`src/rtl/voltage_droop_monitor.sv`:
```
// Per-SM droop front-end: window-averages sensor samples into a saturated 8-bit voltage code.
// Optional peak-hold blending is enabled by defining VDM_PEAK_HOLD_EN.
module voltage_droop_monitor #(
  parameter int unsigned WINDOW      = 20,
  parameter int unsigned VOLT_MAX    = 199,
  parameter int unsigned PEAK_MARGIN = 40
) (
  input  logic       clk_sm,
  input  logic       rst,
  input  logic [7:0] sample,
  input  logic       sample_valid,
  input  logic       epoch_sync,
  output logic [7:0] SM_voltage,
  output logic       voltage_valid,
  output logic       stale
);

  if (WINDOW < 2 || WINDOW > 32 || VOLT_MAX > 255 || PEAK_MARGIN > 255) begin : g_bad_params
    $error("voltage_droop_monitor: parameter out of range");
  end

  localparam logic [4:0]  LAST_POS = 5'(WINDOW - 1);
  localparam logic [12:0] WIN_DIV  = 13'(WINDOW);
  localparam logic [12:0] VMAX13   = 13'(VOLT_MAX);

  logic [4:0]  cnt_q, cnt_d;
  logic [12:0] acc_q, acc_d;
  logic [7:0]  held_q, held_d;
  logic        seen_q, seen_d;
  logic [7:0]  volt_q, volt_d;
  logic        vvalid_q, vvalid_d;
  logic        stale_q, stale_d;

  logic [7:0]  eff;
  logic [12:0] total;
  logic [12:0] avg;
  logic [12:0] pick;
  logic [7:0]  pubVal;
  logic        lastPos;
  logic        anyValid;

  // Zero-order hold: an invalid cycle repeats the last valid sensor code.
  assign eff      = sample_valid ? sample : held_q;
  assign total    = acc_q + {5'b0, eff};
  assign avg      = total / WIN_DIV;
  assign lastPos  = (cnt_q == LAST_POS);
  assign anyValid = seen_q | sample_valid;

`ifdef VDM_PEAK_HOLD_EN
  localparam logic [7:0] MARGIN8 = 8'(PEAK_MARGIN);

  logic [7:0]  peak_q, peak_d;
  logic [7:0]  peakMax;
  logic [12:0] peakFloor;

  assign peakMax   = (eff > peak_q) ? eff : peak_q;
  assign peakFloor = (peakMax > MARGIN8) ? {5'b0, peakMax - MARGIN8} : 13'd0;
  assign pick      = (peakFloor > avg) ? peakFloor : avg;
`else
  assign pick = avg;
`endif

  assign pubVal = (pick > VMAX13) ? VMAX13[7:0] : pick[7:0];

  always_comb begin
    held_d   = sample_valid ? sample : held_q;
    vvalid_d = 1'b0;
    volt_d   = volt_q;
    stale_d  = stale_q;
    cnt_d    = cnt_q + 5'd1;
    acc_d    = total;
    seen_d   = anyValid;
`ifdef VDM_PEAK_HOLD_EN
    peak_d   = peakMax;
`endif
    // A sync restart discards the partial window, even when it lands on the final cycle.
    if (epoch_sync) begin
      cnt_d  = 5'd0;
      acc_d  = 13'd0;
      seen_d = 1'b0;
`ifdef VDM_PEAK_HOLD_EN
      peak_d = 8'd0;
`endif
    end else if (lastPos) begin
      cnt_d    = 5'd0;
      acc_d    = 13'd0;
      seen_d   = 1'b0;
`ifdef VDM_PEAK_HOLD_EN
      peak_d   = 8'd0;
`endif
      vvalid_d = 1'b1;
      stale_d  = ~anyValid;
      if (anyValid) begin
        volt_d = pubVal;
      end
    end
  end

  always_ff @(posedge clk_sm or posedge rst) begin
    if (rst) begin
      cnt_q    <= 5'd0;
      acc_q    <= 13'd0;
      held_q   <= 8'd0;
      seen_q   <= 1'b0;
      volt_q   <= 8'd0;
      vvalid_q <= 1'b0;
      stale_q  <= 1'b0;
`ifdef VDM_PEAK_HOLD_EN
      peak_q   <= 8'd0;
`endif
    end else begin
      cnt_q    <= cnt_d;
      acc_q    <= acc_d;
      held_q   <= held_d;
      seen_q   <= seen_d;
      volt_q   <= volt_d;
      vvalid_q <= vvalid_d;
      stale_q  <= stale_d;
`ifdef VDM_PEAK_HOLD_EN
      peak_q   <= peak_d;
`endif
    end
  end

  assign SM_voltage    = volt_q;
  assign voltage_valid = vvalid_q;
  assign stale         = stale_q;

endmodule

```
`config.mk`:
```
export PLATFORM = sky130hd
export DESIGN_NAME = voltage_droop_monitor
export DESIGN_NICKNAME = d
export VERILOG_FILES = /design/src/rtl/voltage_droop_monitor.sv
export SDC_FILE = /design/constraint.sdc
export NUM_CORES = 1
export LEC_CHECK = 0
export CORE_AREA = 2 2 87 89
export DETAILED_ROUTE_END_ITERATION = 10
export DIE_AREA = 0 0 89 91
export GPL_TIMING_DRIVEN = 0
export MAX_ROUTING_LAYER = met4
export PLACE_DENSITY = 0.67
export SLEW_MARGIN = 0
export SYNTH_ARGS = -nofsm -noshare
export SYNTH_HDL_FRONTEND = slang
export SYNTH_SLANG_ARGS = --single-unit
```
`constraint.sdc`:
```
create_clock -name clk_sm -period 9.8 [get_ports clk_sm]
set_input_delay 1.47 -clock clk_sm [delete_from_list [all_inputs] [get_ports clk_sm]]
set_output_delay 1.47 -clock clk_sm [all_outputs]
set_load 0.01 [all_outputs]
```
==> flow_metrics.tcl, run 1 <==
set metrics [dict create \
    ys_async_sr_fraction 1.00 \
    cts_buffer_depth 2 \
    critPathArrivalTime_ps 6580 \
    drive_above_1_share 0.132 \
    die_x_microns 89 \
    netlist_instances 366 \
    fillers 706 \
    ant_nets 0 \
    die_area_sq_um 8100 \
    min_period_ps 6400 \
    netlist_area_sq_um 3200 \
    vias_per_cell 6.10 \
    clockRootBuffer "clkbuf_8" \
    crit_required_ps 9970 \
    synth_mux_area_frac 0.0614 \
    ys_types 82 \
    clkTransAtPathRegs_ps 80 \
    reg2reg_depth 16 \
    stdcell_count 493 \
    synth_compound_area_frac 0.287 \
    outcome "completed" \
    slew_headroom 0.276 \
    synth-simple-area-share 0.208 \
    drt_iter0_drc 316 \
    yosys_warnings 0 \
    cts.repair.resized 0 \
    avgSynthCellArea_sq_um 8.74 \
    grt_max_degree 38 \
    grt.met1_usage 0.301 \
    holdPathStages 1 \
    drt-pass1-iter-count 5 \
    syn_to_final_growth_pct 12.8 \
    power_density_nw_per_um2 307 \
    routed_wl_microns 8150 \
    irDropWorstVdd_mv 0.197 \
    cts_num_sinks 37 \
    cp_max_fo 10 \
    port_buffers 20 \
    use_met3 0.0309 \
    fin_crit_sh 0.654 \
    htree_levels 2 \
    worst_pin_slew_ps 1080 \
    fmax_ghz 0.156 \
    leakage_nw 1.38 \
    routedWlPerCell_microns 16.5 \
    nNetsFinal 415 \
    ys.flop_type "dfrtp_1" \
    rsz0062_at_grt "false" \
    yosys.area_share.adder 0.0446 \
    synth-edff-count 0 \
    initial_core_util 0.448 \
    gr-usage-met2 0.315 \
    setup_viol 0 \
    synth_xor_area_frac 0.0602 \
    vias 3008 \
    postSynthNetCount 388 \
    yosys_register_bits 37 \
    clock_latency_ps 290 \
    fin_setup_tns_ps 0 \
    startpoint_type "input pin" \
    post_cts_buffers 0 \
    gr-total-overflow 0 \
    end_kind "flop" \
    row_count 31 \
    hold_viol 0 \
    min_path_type "reg -> reg" \
    cts_made_buffers 5 \
    cts_hold_buffers 0 \
    antenna_found_initial 0 \
    dp_cells 485 \
    dp_hpwl_microns 5990 \
    synth_top_family_by_area "compound AO/OA/AOI/OAI gates" \
    drc 0 \
    die_y_microns 91 \
    io_pins 22 \
    grt_pass1_vias 2775 \
    busiest_layer "met2" \
    path_class "in -> reg" \
    antenna_cells 0 \
    grt_pass1_wl_microns 13300 \
    gp_congestion 0.932 \
    finalMaxSlewViolations 0 \
    yosysSeqAreaShare 0.289 \
    grtUsageTotal 0.210 \
    finalClockSkew_ps 9.61 \
    drv_cap 0 \
    core_area_sq_um 7140 \
    cts_tree "yes" \
]
-- kinds of logic (layout without fill, tap and decap cells) --
logic type                 count (synthesis)  in the layout
AOI/OAI and AO/OA                        115            115
xor gates and xnor gates                  22             22
adders and majority gates                 11             11
buffers and inverters                     29             57
DFF                                       37             37
muxes                                     16             16
and+or+nand+nor                          136            136
-- worst max-delay path, cell delays in order --
cell and delay (ps):
clkbuf_1 460, mux2_2 420, ha_1 230, fa_1 440, a211oi_1 350, o21ai_1 240
a221oi_1 430, nor4b_1 110, or4_4 480, nand2_2 220, o32ai_1 110, nor4_1 540
o22ai_1 190, a32oi_1 190, a31oi_1 60, or3_1 410, o221a_1 220
-- where the power goes --
part	internal, mW	switching [mW]
combinational	0.311	0.513
clock	0.0491	0.0554
sequential	0.172	0.00848
total	0.533	0.577
-- worst paths after layout --
check	startpoint	end	slack, ps
max	sample_valid	SM_voltage[1]	3400
min	cnt_q[0]	cnt_q[0]	460
max reg2reg	held_q[0]	SM_voltage[1]	4840
min reg2reg	cnt_q[0]	cnt_q[0]	460
max in group asynchronous	rst	acc_q[2]	7620
min in group asynchronous	rst	cnt_q[1]	1660
-- state kept, by name, summed over array words and instances, names as in the netlist --
register / flops
cnt_q: 5
voltage_valid: 1
acc_q: 13
stale: 1
SM_voltage: 8
seen_q: 1
held_q: 8
-- layout by cell type, fill, tap and decap left out, types with 3 or more instances in the layout --
cell type	netlist	layout
nor2_1	41	41
dfrtp_1	37	37
nand2_1	36	36
clkdlybuf4s50_1	0	20
o21ai_0	18	18
a21oi_1	17	17
xnor2_1	16	16
nand3_1	14	14
nor3_1	11	11
clkbuf_1	10	10
mux2_2	9	9
ha_1	9	9
a21o_1	7	7
a211oi_1	7	7
inv_1	7	6
nor4_1	6	6
xor2_1	6	6
buf_6	5	5
mux2i_1	5	5
clkbuf_8	0	5
o211ai_1	4	4
o21ai_1	4	4
nor2b_1	4	4
a31oi_1	4	4
a31o_1	4	4
o21a_1	3	3
o221ai_1	3	3
and3_1	3	3
a32oi_1	3	3
a22o_1	3	3
o31ai_1	3	3
-- synthesized netlist by cell type (3+ instances only) --
master | instances | area (sq um)
o31ai_1 | 3 | 22.5
nand2_1 | 36 | 135
xor2_1 | 6 | 52.6
nor4_1 | 6 | 37.5
inv_1 | 7 | 26.3
nor3_1 | 11 | 55.1
o211ai_1 | 4 | 30.0
mux2i_1 | 5 | 50.1
clkbuf_1 | 10 | 37.5
o21a_1 | 3 | 22.5
and3_1 | 3 | 18.8
a32oi_1 | 3 | 26.3
ha_1 | 9 | 113
nand3_1 | 14 | 70.1
o21ai_1 | 4 | 20.0
buf_6 | 5 | 56.3
nor2b_1 | 4 | 25.0
a211oi_1 | 7 | 52.6
o221ai_1 | 3 | 26.3
nor2_1 | 41 | 154
dfrtp_1 | 37 | 926
a21oi_1 | 17 | 85.1
a21o_1 | 7 | 52.6
mux2_2 | 9 | 101
a22o_1 | 3 | 26.3
xnor2_1 | 16 | 140
a31o_1 | 4 | 35.0
o21ai_0 | 18 | 90.1
a31oi_1 | 4 | 25.0
-- per-layer routing --
metal / vias up / share of wire
met5: - / 0
met4: 0 / 0.021
met3: 18 / 0.055
met2: 122 / 0.45
met1: 1437 / 0.47
li1: 1431 / -
-- metrics by stage --
stage | cell area (sq um) | utilization | power (mW) | hold WS (ps) | setup WS [ps]
final | 3610 | 0.506 | 1.11 | 465 | 3400
after global routing | 3610 | 0.506 | 1.20 | 482 | 3040
after CTS | 3610 | 0.506 | 1.10 | 469 | 3460
after detailed placement | 3520 | 0.494 | 0.987 | 456 | 3170
after global placement | 3520 | 0.494 | 0.977 | 458 | 3240
after floorplan | 3200 | - | 0.832 | 433 | 3830
-- area by class of cell --
| class | count | area [sq um] | area share |
|---|---|---|---|
| flip-flops and latches | 37 | 926 | 0.256 |
| clock buffers | 5 | 68.8 | 0.0191 |
| repair buffers | 20 | 200 | 0.0554 |
| multi-input cells | 300 | 2120 | 0.587 |
| inverters | 10 | 37.5 | 0.0104 |
| well taps | 99 | 124 | 0.0343 |
| clock inverters | 3 | 17.5 | 0.00485 |
| plain buffers | 19 | 119 | 0.0329 |
Note: power is estimated with default switching activity, not from simulation.
==> run 2, diff against run 1 <==
--- a/config.mk
+++ b/config.mk
@@ -10,7 +10,7 @@
 export DIE_AREA = 0 0 89 91
 export GPL_TIMING_DRIVEN = 0
 export MAX_ROUTING_LAYER = met4
-export PLACE_DENSITY = 0.67
+export PLACE_DENSITY = 0.7
 export SLEW_MARGIN = 0
 export SYNTH_ARGS = -nofsm -noshare
 export SYNTH_HDL_FRONTEND = slang
==> constraint.sdc (replaced) <==
create_clock -name clk_sm -period 5.3 [get_ports clk_sm]
set_input_delay 0.795 -clock clk_sm [delete_from_list [all_inputs] [get_ports clk_sm]]
set_output_delay 0.795 -clock clk_sm [all_outputs]
set_load 0.01 [all_outputs]
==> run 2 against run 1 <==
Effect of this change: clock skew barely moved; critical path depth rose by 4; global-route usage rose by 1.9 points; sequential cell count did not move; final area rose by 8.9%; cell count rose by 1.8%; critical path type unchanged; critical endpoint is now SM_voltage[0]; highest routed layer unchanged.
==> flow_metrics.tcl, run 2 (same netlist as run 1, synthesis figures left out) <==
set metrics [dict create \
    outcome "completed" \
    largest_reg_flops 13 \
    routedWlPerCell_microns 18.0 \
    fillers 689 \
    vias 3077 \
    slew_headroom 0.307 \
    top_register "acc_q" \
    cts_num_sinks 37 \
    gp_congestion 0.950 \
    fmax_ghz 0.193 \
    grt_pass1_wl_microns 14400 \
    grtUsageTotal 0.229 \
    drc 0 \
    rrSetupSlack_ps 650 \
    gr-total-overflow 0 \
    min_period_ps 5180 \
    cts_tree "yes" \
    routed_wl_microns 9060 \
    fin_util 0.551 \
    holdPathEnd "cnt_q[0]" \
    port_buffers 20 \
    power_density_nw_per_um2 612 \
    cts_buffer_depth 2 \
    final_common_cell "nor2_1" \
    core_area_sq_um 7140 \
    die_x_microns 89 \
    row_count 31 \
    drt-pass1-iter-count 5 \
    clockRootBuffer "clkbuf_8" \
    finalClockSkew_ps 9.56 \
    dp_hpwl_microns 6210 \
    io_pins 22 \
    drv_cap 0 \
    rr_endpoint "SM_voltage[0]" \
    crit_path_start "sample[5]" \
    setup_viol 0 \
    holdCritStartpoint "cnt_q[0]" \
    leakage_nw 1.50 \
    worst_r2r_startpoint "held_q[5]" \
    layout_common_cells "40 x nor2_1, 37 x dfrtp_1, 35 x nand2_1" \
    irDropWorstVdd_mv 0.444 \
    crit_required_ps 5510 \
    place_ws_ps -605 \
    clock_latency_ps 300 \
    nNetsFinal 424 \
    reg2reg_depth 20 \
    die_y_microns 91 \
    drt_iter0_drc 190 \
    initial_core_util 0.448 \
    min_path_type "reg -> reg" \
    syn_to_final_growth_pct 22.8 \
    drive_above_1_share 0.213 \
    grt_max_degree 38 \
    grt_pass1_vias 2913 \
    p_total_mw 2.40 \
    cp_max_fo 7 \
    die_area_sq_um 8100 \
    path_class "in -> reg" \
    htree_levels 2 \
    clkTransAtPathRegs_ps 90 \
    antenna_cells 0 \
    ant_nets 0 \
    worst_pin_slew_ps 1030 \
    vias_per_cell 6.13 \
    cts_made_buffers 5 \
    antenna_found_initial 0 \
    fin_crit_sh 0.977 \
    startpoint_type "input pin" \
    end_kind "flop" \
    holdPathStages 1 \
    hold_viol 0 \
    fin_ws_ps 123 \
    critPathArrivalTime_ps 5390 \
    finalMaxSlewViolations 0 \
]
[run 2: how the worst max path moves through the flow]
| stage | endpoint | slack, ps | cells after the start |
|---|---|---|---|
| after floorplan | SM_voltage[1] | 8 | 20 |
| after CTS | SM_voltage[1] | 20 | 20 |
| final | SM_voltage[0] | 120 | 21 |
| after global placement | SM_voltage[1] | -530 | 18 |
| after global routing | SM_voltage[0] | -20 | 21 |
| after detailed placement | SM_voltage[1] | -600 | 18 |
[run 2: worst max-delay path, stage by stage]
cell and delay (ps):
clkdlybuf4s50_1 400, mux2_4 270, ha_1 290, buf_6 130
and3_4 200, or3b_4 370, buf_6 140, a21boi_4 150
buf_6 140, buf_4 110, nor3_2 30, or4_4 530
and2_4 170, buf_6 130, nor4_2 310, nor4_2 100
o22a_4 270, a21o_1 160, o211a_1 250, and2_1 180
o32ai_2 260
[run 2: layout make-up]
| type | count | area [sq um] | share of cell area |
|---|---|---|---|
| multi-input combinational | 300 | 2320 | 0.589 |
| sequential | 37 | 926 | 0.236 |
| timing repair buffer | 29 | 280 | 0.0713 |
| buffer | 19 | 133 | 0.0337 |
| tap | 99 | 124 | 0.0315 |
| clock buffer | 5 | 68.8 | 0.0175 |
| clock inverter | 3 | 46.3 | 0.0118 |
| inverter | 10 | 37.5 | 0.00955 |
[run 2: where the power goes]
group	switching [mW]	total (mW)	internal [mW]
Combinational	1.08	1.81	0.721
Clock	0.119	0.261	0.141
Sequential	0.0189	0.338	0.319
Total	1.22	2.40	1.18
[run 2: metrics by stage]
step	TNS, ps	hold slack, ps	std cells	cell area [sq um]
final	0	470	502	3930
after global routing	-40.1	499	502	3930
after CTS	0	473	494	3670
after detailed placement	-2460	460	485	3520
after global placement	-2080	455	485	3520
after floorplan	0	433	366	3200
[run 2: routing by layer]
metal	GRT usage	vias up	share of wire
met5	-	-	0
li1	-	1452	-
met1	0.313	1485	0.45
met2	0.354	127	0.47
met3	0.0400	13	0.061
met4	0.0498	0	0.014
[run 2: timing repair]
item / in CTS / in global routing
hold buffers: 0 / 0
resized for setup: 5 / 36
buffers inserted: 1 / 8
pin swaps: 1 / 9
endpoints found under the setup margin: 5 / 3
==> run 3, diff against run 2 <==
--- a/config.mk
+++ b/config.mk
@@ -5,9 +5,9 @@
 export SDC_FILE = /design/constraint.sdc
 export NUM_CORES = 1
 export LEC_CHECK = 0
-export CORE_AREA = 2 2 87 89
+export CORE_AREA = 3 3 88 90
 export DETAILED_ROUTE_END_ITERATION = 10
-export DIE_AREA = 0 0 89 91
+export DIE_AREA = 0 0 91 93
 export GPL_TIMING_DRIVEN = 0
 export MAX_ROUTING_LAYER = met4
 export PLACE_DENSITY = 0.7
==> run 3 against run 2 <==
Effect of this change: largest power group unchanged; global-route usage shrank 3.0 points; register-to-register slack gained 50 ps; first-iteration DRC count grew 34%.
==> flow_metrics.tcl, run 3 (same netlist as run 1, synthesis figures left out) <==
set metrics [dict create \
    htree_levels 2 \
    vias 3059 \
    drc 0 \
    p_int_mw 1.22 \
    wl_met2_microns 3920 \
    worst_pin_slew_ps 1100 \
    fin_hold_ws_ps 470 \
    combPwrFrac 0.759 \
    nNetsFinal 426 \
    routed_wl_microns 8540 \
    drv_cap 0 \
    antenna_cells 0 \
    min_path_type "reg -> reg" \
    gr-total-overflow 0 \
    crit_required_ps 5480 \
    reg2reg_depth 20 \
    fmax_ghz 0.194 \
    fin_ws_ps 143 \
    clock_power_share 0.104 \
    max_stage_delay_ps 420 \
    clockRootBuffer "clkbuf_8" \
    vias_per_cell 6.07 \
    row_count 31 \
    end_kind "flop" \
    initial_core_util 0.448 \
    path_cells "clkdlybuf4s50_1 -> mux2_2 -> ha_2 -> and3_4 -> or3b_1 -> buf_6 -> a21boi_4 -> buf_6 -> mux4_2 -> a21oi_4 -> and3_1 -> buf_6 -> mux2i_4 -> a21o_1 -> a31oi_4 -> buf_4 -> nor2_4 -> a31oi_1 -> or3_1 -> o221a_1" \
    leakage_nw 1.51 \
    final_common_cell "nor2_1" \
    core_area_sq_um 7140 \
    critPathArrivalTime_ps 5340 \
    layout_common_cells "40 x nor2_1, 37 x dfrtp_1, 36 x nand2_1" \
    finalMaxSlewViolations 0 \
    outcome "completed" \
    routedWlPerCell_microns 16.9 \
    syn_to_final_growth_pct 24.4 \
    path_buf_inv 5 \
    place_ws_ps -597 \
    routed.top_layer "met4" \
    min_period_ps 5160 \
    grtUsageTotal 0.199 \
    gp_congestion 0.976 \
    met3_length_microns 496 \
    path_class "in -> reg" \
    finalClockSkew_ps 10.2 \
    die_area_sq_um 8460 \
    port_buffers 20 \
    p_total_mw 2.45 \
    met1_length_microns 4000 \
    cts_buffer_depth 2 \
    startpoint_type "input pin" \
    cts_num_sinks 37 \
    drt-pass1-iter-count 6 \
    setup_viol 0 \
    hold_viol 0 \
    p_switching_mw 1.23 \
    cpMaxStageDelayCell "ha_2" \
    die_x_microns 91 \
    clock_latency_ps 290 \
    grt_pass1_vias 2771 \
    drive_above_1_share 0.227 \
    rrSetupSlack_ps 700 \
    io_pins 22 \
    holdPathStages 1 \
    grt_pass1_wl_microns 13600 \
    power_density_nw_per_um2 615 \
    drt_iter0_drc 255 \
    cp_max_fo 8 \
    cts_tree "yes" \
    cp_common_cell "buf_6" \
    clkTransAtPathRegs_ps 80 \
    top_register "acc_q" \
    holdPathEnd "cnt_q[0]" \
    fin_crit_sh 0.973 \
    grt_max_degree 38 \
    cp_top_family "simple AND/OR/NAND/NOR gates" \
    worst_r2r_startpoint "held_q[5]" \
    die_y_microns 93 \
    slew_headroom 0.261 \
    fin_util 0.558 \
    p_sw_frac 0.501 \
    largest_reg_flops 13 \
    dp_hpwl_microns 6010 \
    rr_endpoint "SM_voltage[1]" \
    seqPwrFrac 0.137 \
    cts_made_buffers 5 \
    irDropWorstVdd_mv 0.322 \
    antenna_found_initial 0 \
    ant_nets 0 \
    holdCritStartpoint "cnt_q[0]" \
]
## run 3: changes by cell type in the layout (fill, tap and decap cells not counted), moves of 2 or more
| cell | change |
|---|---|
| buf_4 | +3 |
| xor2_2 | +2 |
| a211oi_2 | +2 |
| a21oi_2 | +2 |
| a211oi_1 | -2 |
| nor4_2 | -3 |
| xor2_1 | -2 |
| o221ai_2 | -2 |
| nor4_4 | +3 |
## run 3: final cells by class
cell class                 instances  area, sq um
clock buffer                       7         86.3
fill                             668         3150
timing repair buffer              31          283
sequential                        37          926
multi-input combinational        300         2360
tap                               99          124
inverter                          10         37.5
buffer                            19          133
clock inverter                     1         30.0
## run 3: metrics by stage
step | cells | area, sq um | setup TNS, ps
final | 504 | 3980 | 0
after global routing | 504 | 3980 | -12.6
after CTS | 493 | 3670 | 0
after detailed placement | 485 | 3520 | -2340
after global placement | 485 | 3520 | -2090
after floorplan | 366 | 3200 | 0
## run 3: power by group through the flow
| stage | combinational (mW) | sequential [mW] | clock, mW |
|---|---|---|---|
| after floorplan | 1.20 | 0.337 | 0 |
| after global placement | 1.46 | 0.339 | 0 |
| after detailed placement | 1.48 | 0.341 | 0 |
| after CTS | 1.51 | 0.336 | 0.259 |
| after global routing | 2.00 | 0.341 | 0.265 |
| final | 1.86 | 0.337 | 0.254 |
## run 3: layer usage
metal / global-route usage / up-vias
met5: - / -
met4: 0.0503 / 0
met3: 0.0290 / 14
met2: 0.303 / 123
met1: 0.279 / 1463
li1: - / 1459
## run 3: what timing repair did
| item | in CTS | in global routing |
|---|---|---|
| buffers inserted | 0 | 11 |
| hold buffers | 0 | 0 |
| pin swaps | 2 | 13 |
| endpoints found under the setup margin | 5 | 4 |
| resized for setup | 6 | 43 |
## run 3: worst max path at each step
stage	startpoint	endpoint	slack, ps	cells after the start
3_5_place_dp	sample_valid	SM_voltage[1]	-600	17
2_1_floorplan	sample_valid	SM_voltage[1]	8	20
3_3_place_gp	sample_valid	SM_voltage[1]	-570	17
5_1_grt	sample[5]	SM_voltage[1]	-10	21
4_1_cts	sample[5]	SM_voltage[0]	2	20
6_report	sample[7]	SM_voltage[1]	140	20
## run 3: worst reg2reg max path, delay by kind of cell, from the launching register on
kind,cells,cell delay [ps]
AO/OA/AOI/OAI,6,920
flip-flops,1,360
buffers and inverters,5,800
multiplexers,3,860
AND/OR/NAND/NOR,5,1280
adder cells (fa/ha/maj),1,270
